--- config.mk ---
export PLATFORM = sky130hd
export DESIGN_NAME = fu_complete_arb
export DESIGN_NICKNAME = d
export VERILOG_FILES = /design/src/rtl/fu_complete_arb.sv
export SDC_FILE = /design/constraint.sdc
export NUM_CORES = 1
export LEC_CHECK = 0
export ABC_CLOCK_PERIOD_IN_PS = 7900
export BUFFER_PORTS_ARGS = -buffer_cell sky130_fd_sc_hd__buf_4
export CELL_PAD_IN_SITES_DETAIL_PLACEMENT = 0
export CELL_PAD_IN_SITES_GLOBAL_PLACEMENT = 1
export CORE_ASPECT_RATIO = 1.5
export CORE_MARGIN = 8
export CORE_UTILIZATION = 54
export CTS_BUF_LIST = sky130_fd_sc_hd__clkbuf_16
export CTS_CLUSTER_DIAMETER = 150
export DETAILED_ROUTE_END_ITERATION = 16
export MAX_ROUTING_LAYER = met4
export PLACE_DENSITY_LB_ADDON = 0.08
export SLEW_MARGIN = 10
export SYNTH_ARGS = -nofsm -noshare
export SYNTH_HDL_FRONTEND = slang
export SYNTH_SLANG_ARGS = --single-unit
--- constraint.sdc ---
create_clock -name clk -period 7.9 [get_ports clk]
set_clock_uncertainty 0.2 [all_clocks]
set_input_delay 1.185 -clock clk [delete_from_list [all_inputs] [get_ports clk]]
set_output_delay 1.185 -clock clk [all_outputs]
set_load 0.02 [all_outputs]
--- src/rtl/fu_complete_arb.sv ---
// fu_complete_arb
//   Collects completion pulses from FU_COUNT functional units and funnels them
//   into the single ROB completion port. FUs cannot be stalled, so each FU
//   owns a DEPTH-entry FIFO; a round-robin arbiter drains one entry per
//   valid/ready handshake.
//
// Ports
//   clk, rst              : clock, synchronous active-high reset
//   fu_out_valid[i]       : completion pulse from FU i (pushes FIFO i)
//   fu_out_inst_id[i]     : instruction id carried by that pulse
//   fu_almost_full[i]     : FIFO i holds >= DEPTH-1 entries
//   rob_complete_valid    : a completion is presented to the ROB
//   rob_complete_ready    : ROB accepts the presented completion
//   rob_complete_inst_id  : presented id (0 when not valid)
//   rob_complete_fu       : source FU of the presented id (0 when not valid)
//   overflow_err          : sticky; a completion was dropped on a full FIFO
module fu_complete_arb #(
  parameter int INST_ID_BITS = 6,
  parameter int FU_COUNT     = 4,
  parameter int DEPTH        = 4,
  localparam int FU_W        = (FU_COUNT > 1) ? $clog2(FU_COUNT) : 1
) (
  input  logic                                   clk,
  input  logic                                   rst,
  input  logic [FU_COUNT-1:0]                    fu_out_valid,
  input  logic [FU_COUNT-1:0][INST_ID_BITS-1:0]  fu_out_inst_id,
  output logic [FU_COUNT-1:0]                    fu_almost_full,
  output logic                                   rob_complete_valid,
  input  logic                                   rob_complete_ready,
  output logic [INST_ID_BITS-1:0]                rob_complete_inst_id,
  output logic [FU_W-1:0]                        rob_complete_fu,
  output logic                                   overflow_err
);

  localparam int PTR_W = $clog2(DEPTH);
  localparam int CNT_W = $clog2(DEPTH + 1);

  logic [INST_ID_BITS-1:0] mem    [FU_COUNT][DEPTH];
  logic [PTR_W-1:0]        rd_ptr [FU_COUNT];
  logic [PTR_W-1:0]        wr_ptr [FU_COUNT];
  logic [CNT_W-1:0]        count  [FU_COUNT];
  logic [FU_W-1:0]         rr_ptr;

  logic [FU_W-1:0]         grant;
  logic [FU_W-1:0]         cand;
  logic                    any_valid;
  logic                    hs;
  logic [FU_COUNT-1:0]     pop;
  logic [FU_COUNT-1:0]     accept;
  logic [FU_COUNT-1:0]     drop;

  // Round-robin search: iterate from the farthest offset down to rr_ptr so
  // the last hit (closest to rr_ptr) wins.
  always_comb begin
    grant     = '0;
    cand      = '0;
    any_valid = 1'b0;
    for (int unsigned k = FU_COUNT; k > 0; k--) begin
      cand = FU_W'((32'(rr_ptr) + k - 1) % 32'(FU_COUNT));
      if (count[cand] != '0) begin
        grant     = cand;
        any_valid = 1'b1;
      end
    end
  end

  assign hs                   = any_valid & rob_complete_ready;
  assign rob_complete_valid   = any_valid;
  assign rob_complete_fu      = any_valid ? grant : '0;
  assign rob_complete_inst_id = any_valid ? mem[grant][rd_ptr[grant]] : '0;

  // A pop frees the slot first, so a full FIFO still accepts a same-cycle push.
  always_comb begin
    pop    = '0;
    accept = '0;
    drop   = '0;
    for (int unsigned i = 0; i < FU_COUNT; i++) begin
      pop[i]            = hs && (grant == FU_W'(i));
      accept[i]         = fu_out_valid[i] && ((count[i] != CNT_W'(DEPTH)) || pop[i]);
      drop[i]           = fu_out_valid[i] && !accept[i];
      fu_almost_full[i] = (count[i] >= CNT_W'(DEPTH - 1));
    end
  end

  always_ff @(posedge clk) begin
    if (rst) begin
      rr_ptr       <= '0;
      overflow_err <= 1'b0;
      for (int unsigned i = 0; i < FU_COUNT; i++) begin
        rd_ptr[i] <= '0;
        wr_ptr[i] <= '0;
        count[i]  <= '0;
      end
    end else begin
      if (hs) begin
        rr_ptr <= (grant == FU_W'(FU_COUNT - 1)) ? '0 : grant + FU_W'(1);
      end
      if (|drop) begin
        overflow_err <= 1'b1;
      end
      for (int unsigned i = 0; i < FU_COUNT; i++) begin
        if (accept[i]) wr_ptr[i] <= wr_ptr[i] + PTR_W'(1);
        if (pop[i])    rd_ptr[i] <= rd_ptr[i] + PTR_W'(1);
        count[i] <= count[i] + CNT_W'(accept[i]) - CNT_W'(pop[i]);
      end
    end
  end

  // Storage needs no reset; occupancy is tracked solely by the pointers/count.
  always_ff @(posedge clk) begin
    for (int unsigned i = 0; i < FU_COUNT; i++) begin
      if (accept[i]) mem[i][wr_ptr[i]] <= fu_out_inst_id[i];
    end
  end

endmodule

* Word level (Yosys, flattened, before mapping)
Memory sizes are Yosys's and may differ from the RTL's.
Cells that the tools add are included.
** Storage, ports and cells
- Register bits :: 3
- RAM bits :: 124
- Output and inout port bits :: 14
- Memories :: 4
** Operators by class
- Add/sub/neg operators :: 25
- Order comparisons :: 13
- Equal/unequal tests :: 7
- Muxes and demuxes :: 65
- Bitwise logic cells :: 18
- Reduce and logical (&&, ||, !) cells :: 30
** Memories
- mem :: depth 4, bits a word 24, read ports 1, clocked after Yosys merged registers in 0, wr ports 4, line 38 : logic [INST_ID_BITS-1:0] mem [FU_COUNT][DEPTH];
- count :: depth 4, bits a word 3, read ports 8, clocked after Yosys merged registers in 0, wr ports 4, line 41 : logic [CNT_W-1:0] count [FU_COUNT];
- rd_ptr :: depth 4, bits a word 2, read ports 5, clocked after Yosys merged registers in 0, wr ports 4, line 39 : logic [PTR_W-1:0] rd_ptr [FU_COUNT];
- wr_ptr :: depth 4, bits a word 2, read ports 4, clocked after Yosys merged registers in 0, wr ports 4, line 40 : logic [PTR_W-1:0] wr_ptr [FU_COUNT];
** Operators by type and width (count)
- 2-to-1 mux 24 bit :: 4
- demux 6 bit (select 2 bit) :: 4
- 2-to-1 mux 6 bit :: 7
- 2-to-1 mux 1 bit :: 31
- 2-to-1 mux 2 bit :: 14
- adder 2 x 1 -> 2 bit (second input constant) :: 11
- logical AND 1 bit :: 16
- greater-or-equal comparator 3 bit (second input constant) :: 5
- inverter 2 -> 3 bit :: 5
- adder 3 x 1 -> 3 bit :: 4
- binary-select mux 6 bit (select 2 bit) :: 1
- greater-or-equal comparator 3 x 2 -> 1 bit (second input constant) :: 4
- < comparator 3 x 1 -> 1 bit (second input constant) :: 4
- 2-to-1 mux 3 bit :: 4
- inequality test 3 bit (second input constant) :: 4
- bitwise OR 1 bit :: 12
- nonzero test 3 bit :: 4
- subtractor 3 x 1 -> 3 bit :: 4
- subtractor 2 x 1 -> 2 bit (second input constant) :: 4
- adder 2 bit (second input constant) :: 2
- == test 2 bit (second input constant) :: 2
- zero test 1 bit :: 4
- logical OR 1 bit :: 4
- OR reduction 4 bit :: 1
- other kinds (3) :: 3

* Logic depth before layout (Yosys ltp)
An unclocked memory read counts as a cell.
- Depth in word-level cells :: 16
- Depth in mapped cells :: 17
- Mapped depth without buffers :: 15

* Worst setup path after synthesis
Ideal clock, no wire load.
- Path kind :: reg-to-output
- Start :: mem count[2][1] (netlist name)
- End :: out rob_complete_inst_id[4]
- Data arrival time :: 2.270 ns
- Required time :: 6.515 ns
- Slack :: 4.245 ns
- Stages on the path, launching flop included :: 9
- Buffers on the path :: 1
- Cells stage by stage :: dfxtp_1 or3_1 a2bb2oi_1 o21ai_1 a21oi_2 buf_4 mux2_2 nand2b_1 o22ai_1
** RTL lines
- start: declaration :: line 41
- end: declaration :: line 30 : output logic [INST_ID_BITS-1:0] rob_complete_inst_id,

==> flow_metrics.py <==
metrics = {
    "run_status": {
        "status": "finished, final reports clean",
    },
    "setup_path": {
        "r2r_slack_ns": 3.87,
        "worstPathCellList": "or3_1 > a2bb2oi_1 > o21ai_1 > a21oi_4 > mux2i_2 > mux2i_1 > o22ai_1 > buf_4",
        "critPathTopFamily": "compound AO/OA/AOI/OAI gates",
        "critPathMaxFanout": 29,
        "critPathRequiredTime_ns": 6.51,
        "critPathCaptureType": "primary output",
        "cp.buffers_inverters": 1,
        "path_class": "reg2out",
        "cpMaxStageDelayCell": "mux2i_2",
        "start_kind": "flip-flop",
        "cp.arrival_ns": 3.87,
        "cp_slowest_stage_delay_ns": 0.92,
    },
    "logic_synthesis": {
        "async_flop_share_pct": 0,
        "synth_cells": 426,
        "synth_edf_count": 112,
        "syn-num-nets": 493,
        "synth_area_leaders": "edfxtp_1 (56%), mux2i_1 (15%), ha_1 (6.7%)",
        "avgSynthCellArea_um2": 14.1,
        "yosys_warnings": 0,
        "synth_most_common_cell": "edfxtp_1",
        "ys_seq_area_share_pct": 61.2,
        "synth-main-ff-cell": "edfxtp_1",
        "synth_area_leader_cell": "edfxtp_1",
        "ys_ff_latch": 127,
        "ys_top_cells_by_count": "edfxtp_1 (112), mux2i_1 (89), inv_1 (37)",
        "synthesis.area_um2": 5990,
        "yosys.area.top_type_share_pct": 56.2,
        "synth_cell_types": 39,
    },
    "finish": {
        "layout.nets": 542,
        "synthToLayoutAreaGrowth_pct": 17.3,
        "num_antenna_cells": 0,
        "layout-drive-gt1-share_pct": 17.0,
        "nFillCells": 873,
        "fin_cells": 634,
    },
    "global_routing": {
        "overflow": 0,
        "grt_max_degree": 56,
        "grt_pass1_wl_um": 18400,
        "grt_pass1_vias": 3593,
        "grtUsageTotal_pct": 17.6,
        "antenna_found_initial": 0,
    },
    "floorplanning": {
        "fp.dieW_um": 102,
        "ios": 45,
        "rows": 47,
        "dieArea_um2": 14800,
        "coreArea_um2": 10900,
        "die_h_um": 145,
        "initial_core_util_pct": 54.7,
    },
    "clock_network": {
        "postCtsHoldBufs": 0,
        "cts_tree": "yes",
        "cts_buffers": 17,
        "path_clk_slew_ns": 0.05,
        "htreeDepth": 4,
        "post_cts_buffers": 0,
        "clock_path_buffers": 2,
        "clkLatencyLatePin_ns": 0.41,
        "cts.repair.resized": 0,
        "cts_root_buf": "clkbuf_16",
        "clock-sinks": 127,
    },
    "timing": {
        "drv_slew": 0,
        "rsz0062_at_grt": "false",
        "layout_min_cycle_time_ns": 5.26,
        "setup_tns_ns": 0,
        "period_share_pct": 66.5,
        "finalSetupViolCount": 0,
        "clock.fmax_mhz": 190,
        "fin_ws_ns": 2.64,
        "relSlewSlack_pct": 25.9,
        "finalHoldViolCount": 0,
        "tightest_slew_ns": 1.11,
    },
    "placement": {
        "dp_hpwl_um": 8720,
        "dp.cells": 603,
        "gp_congestion": 0.850,
        "dp_slack_ns": 3.12,
        "io_buffers": 44,
    },
    "detailed_routing": {
        "drc": 0,
        "wl_um": 11900,
        "vias": 3362,
        "dr.pass1.iters": 4,
        "via_per_inst": 5.30,
        "routedWlPerCell_um": 18.8,
        "first_iter_violations": 153,
        "postRouteAntennaNets": 0,
    },
    "hold_path": {
        "hp-class": "reg2reg",
    },
    "run": {
        "maxCapViolCount": 0,
    },
    "power_and_ir_drop": {
        "vdd_drop_max_mv": 0.367,
        "leakage_nw": 2.79,
        "powerDensity_nw_per_um2": 449,
    },
}
==> kinds of logic after synthesis <==
group / count (synthesis) / share of synthesized area, %
DFF: 127 / 61.2
muxes: 91 / 15.3
and+or+nand+nor: 89 / 8.15
buffers and inverters: 52 / 3.74
adders and majority gates: 36 / 8.02
AOI/OAI and AO/OA: 23 / 2.44
xor gates and xnor gates: 8 / 1.17
==> routing by layer <==
| layer | vias up | routed length (µm) | global-route usage (%) |
|---|---|---|---|
| li1 | 1659 | - | - |
| met1 | 1619 | 4510 | 17.6 |
| met2 | 64 | 6710 | 30.9 |
| met3 | 20 | 322 | 3.88 |
| met4 | 0 | 402 | 8.93 |
| met5 | - | 0 | - |
==> sequential cells by signal (all words and copies together) (netlist names) <==
signal / cells
count: 12
mem: 96
overflow_err: 1
rd_ptr: 8
rr_ptr: 2
wr_ptr: 8
==> stage by stage <==
stage	instance area [µm²]	util (%)	hold WS [ns]	total power, mW
after CTS	7030	64.2	0.365	3.19
after floorplan	5990	-	0.308	2.02
after detailed placement	6440	58.9	0.353	2.43
after global placement	6440	58.9	0.332	2.40
final	7030	64.2	0.359	3.16
after global routing	7030	64.2	0.419	3.35
==> tightest hold or removal path, stage by stage, from the launching register on <==
cell	delay (ns)
dfxtp_1	0.34
nor2_1	0.11
a211oi_1	0.06
==> where the power goes <==
| group | leakage, nW | switching (mW) | internal (mW) |
|---|---|---|---|
| sequential | 1.18 | 0.0639 | 0.846 |
| combinational | 1.33 | 0.847 | 0.647 |
| clock | 0.277 | 0.285 | 0.467 |
==> layout by cell type (no fill, tap or decap), types with 2 or more instances in the layout <==
master	n
clkbuf_16	17
clkinvlp_4	3
clkinv_4	3
nor3_1	14
ha_1	32
inv_1	37
buf_4	45
nor2_1	12
nand4_1	4
a41oi_1	2
mux2i_1	89
nor3b_1	4
o22ai_1	7
fa_1	4
nor2b_1	6
a21oi_1	2
nand2b_1	10
o21ai_0	5
edfxtp_1	112
nand2_1	14
xor2_1	2
dfxtp_1	15
xnor2_1	6
bufinv_16	2
nand3_1	4
a21oi_4	2
inv_6	5
and3_1	16
==> path summary, 6_finish.rpt <==
kind / start / cells after the start / endpoint
setup reg to reg: count[2][1] / 14 / count[0][2]
hold / removal: rr_ptr[0] / 2 / rr_ptr[0]
hold reg to reg: rr_ptr[0] / 2 / rr_ptr[0]
setup / recovery: count[2][1] / 8 / rob_complete_inst_id[0]
==> layout make-up <==
type                            count  area [µm²]  share of cell area [%]
Inverter                           37         139                    1.98
Clock buffer                       17         425                    6.05
Multi-Input combinational cell    247        2120                    30.2
Clock inverter                     14         158                    2.24
Timing Repair Buffer               45         338                    4.81
Sequential cell                   127        3660                    52.1
Tap cell                          147         184                    2.62
(Power assumes the default switching activity.)
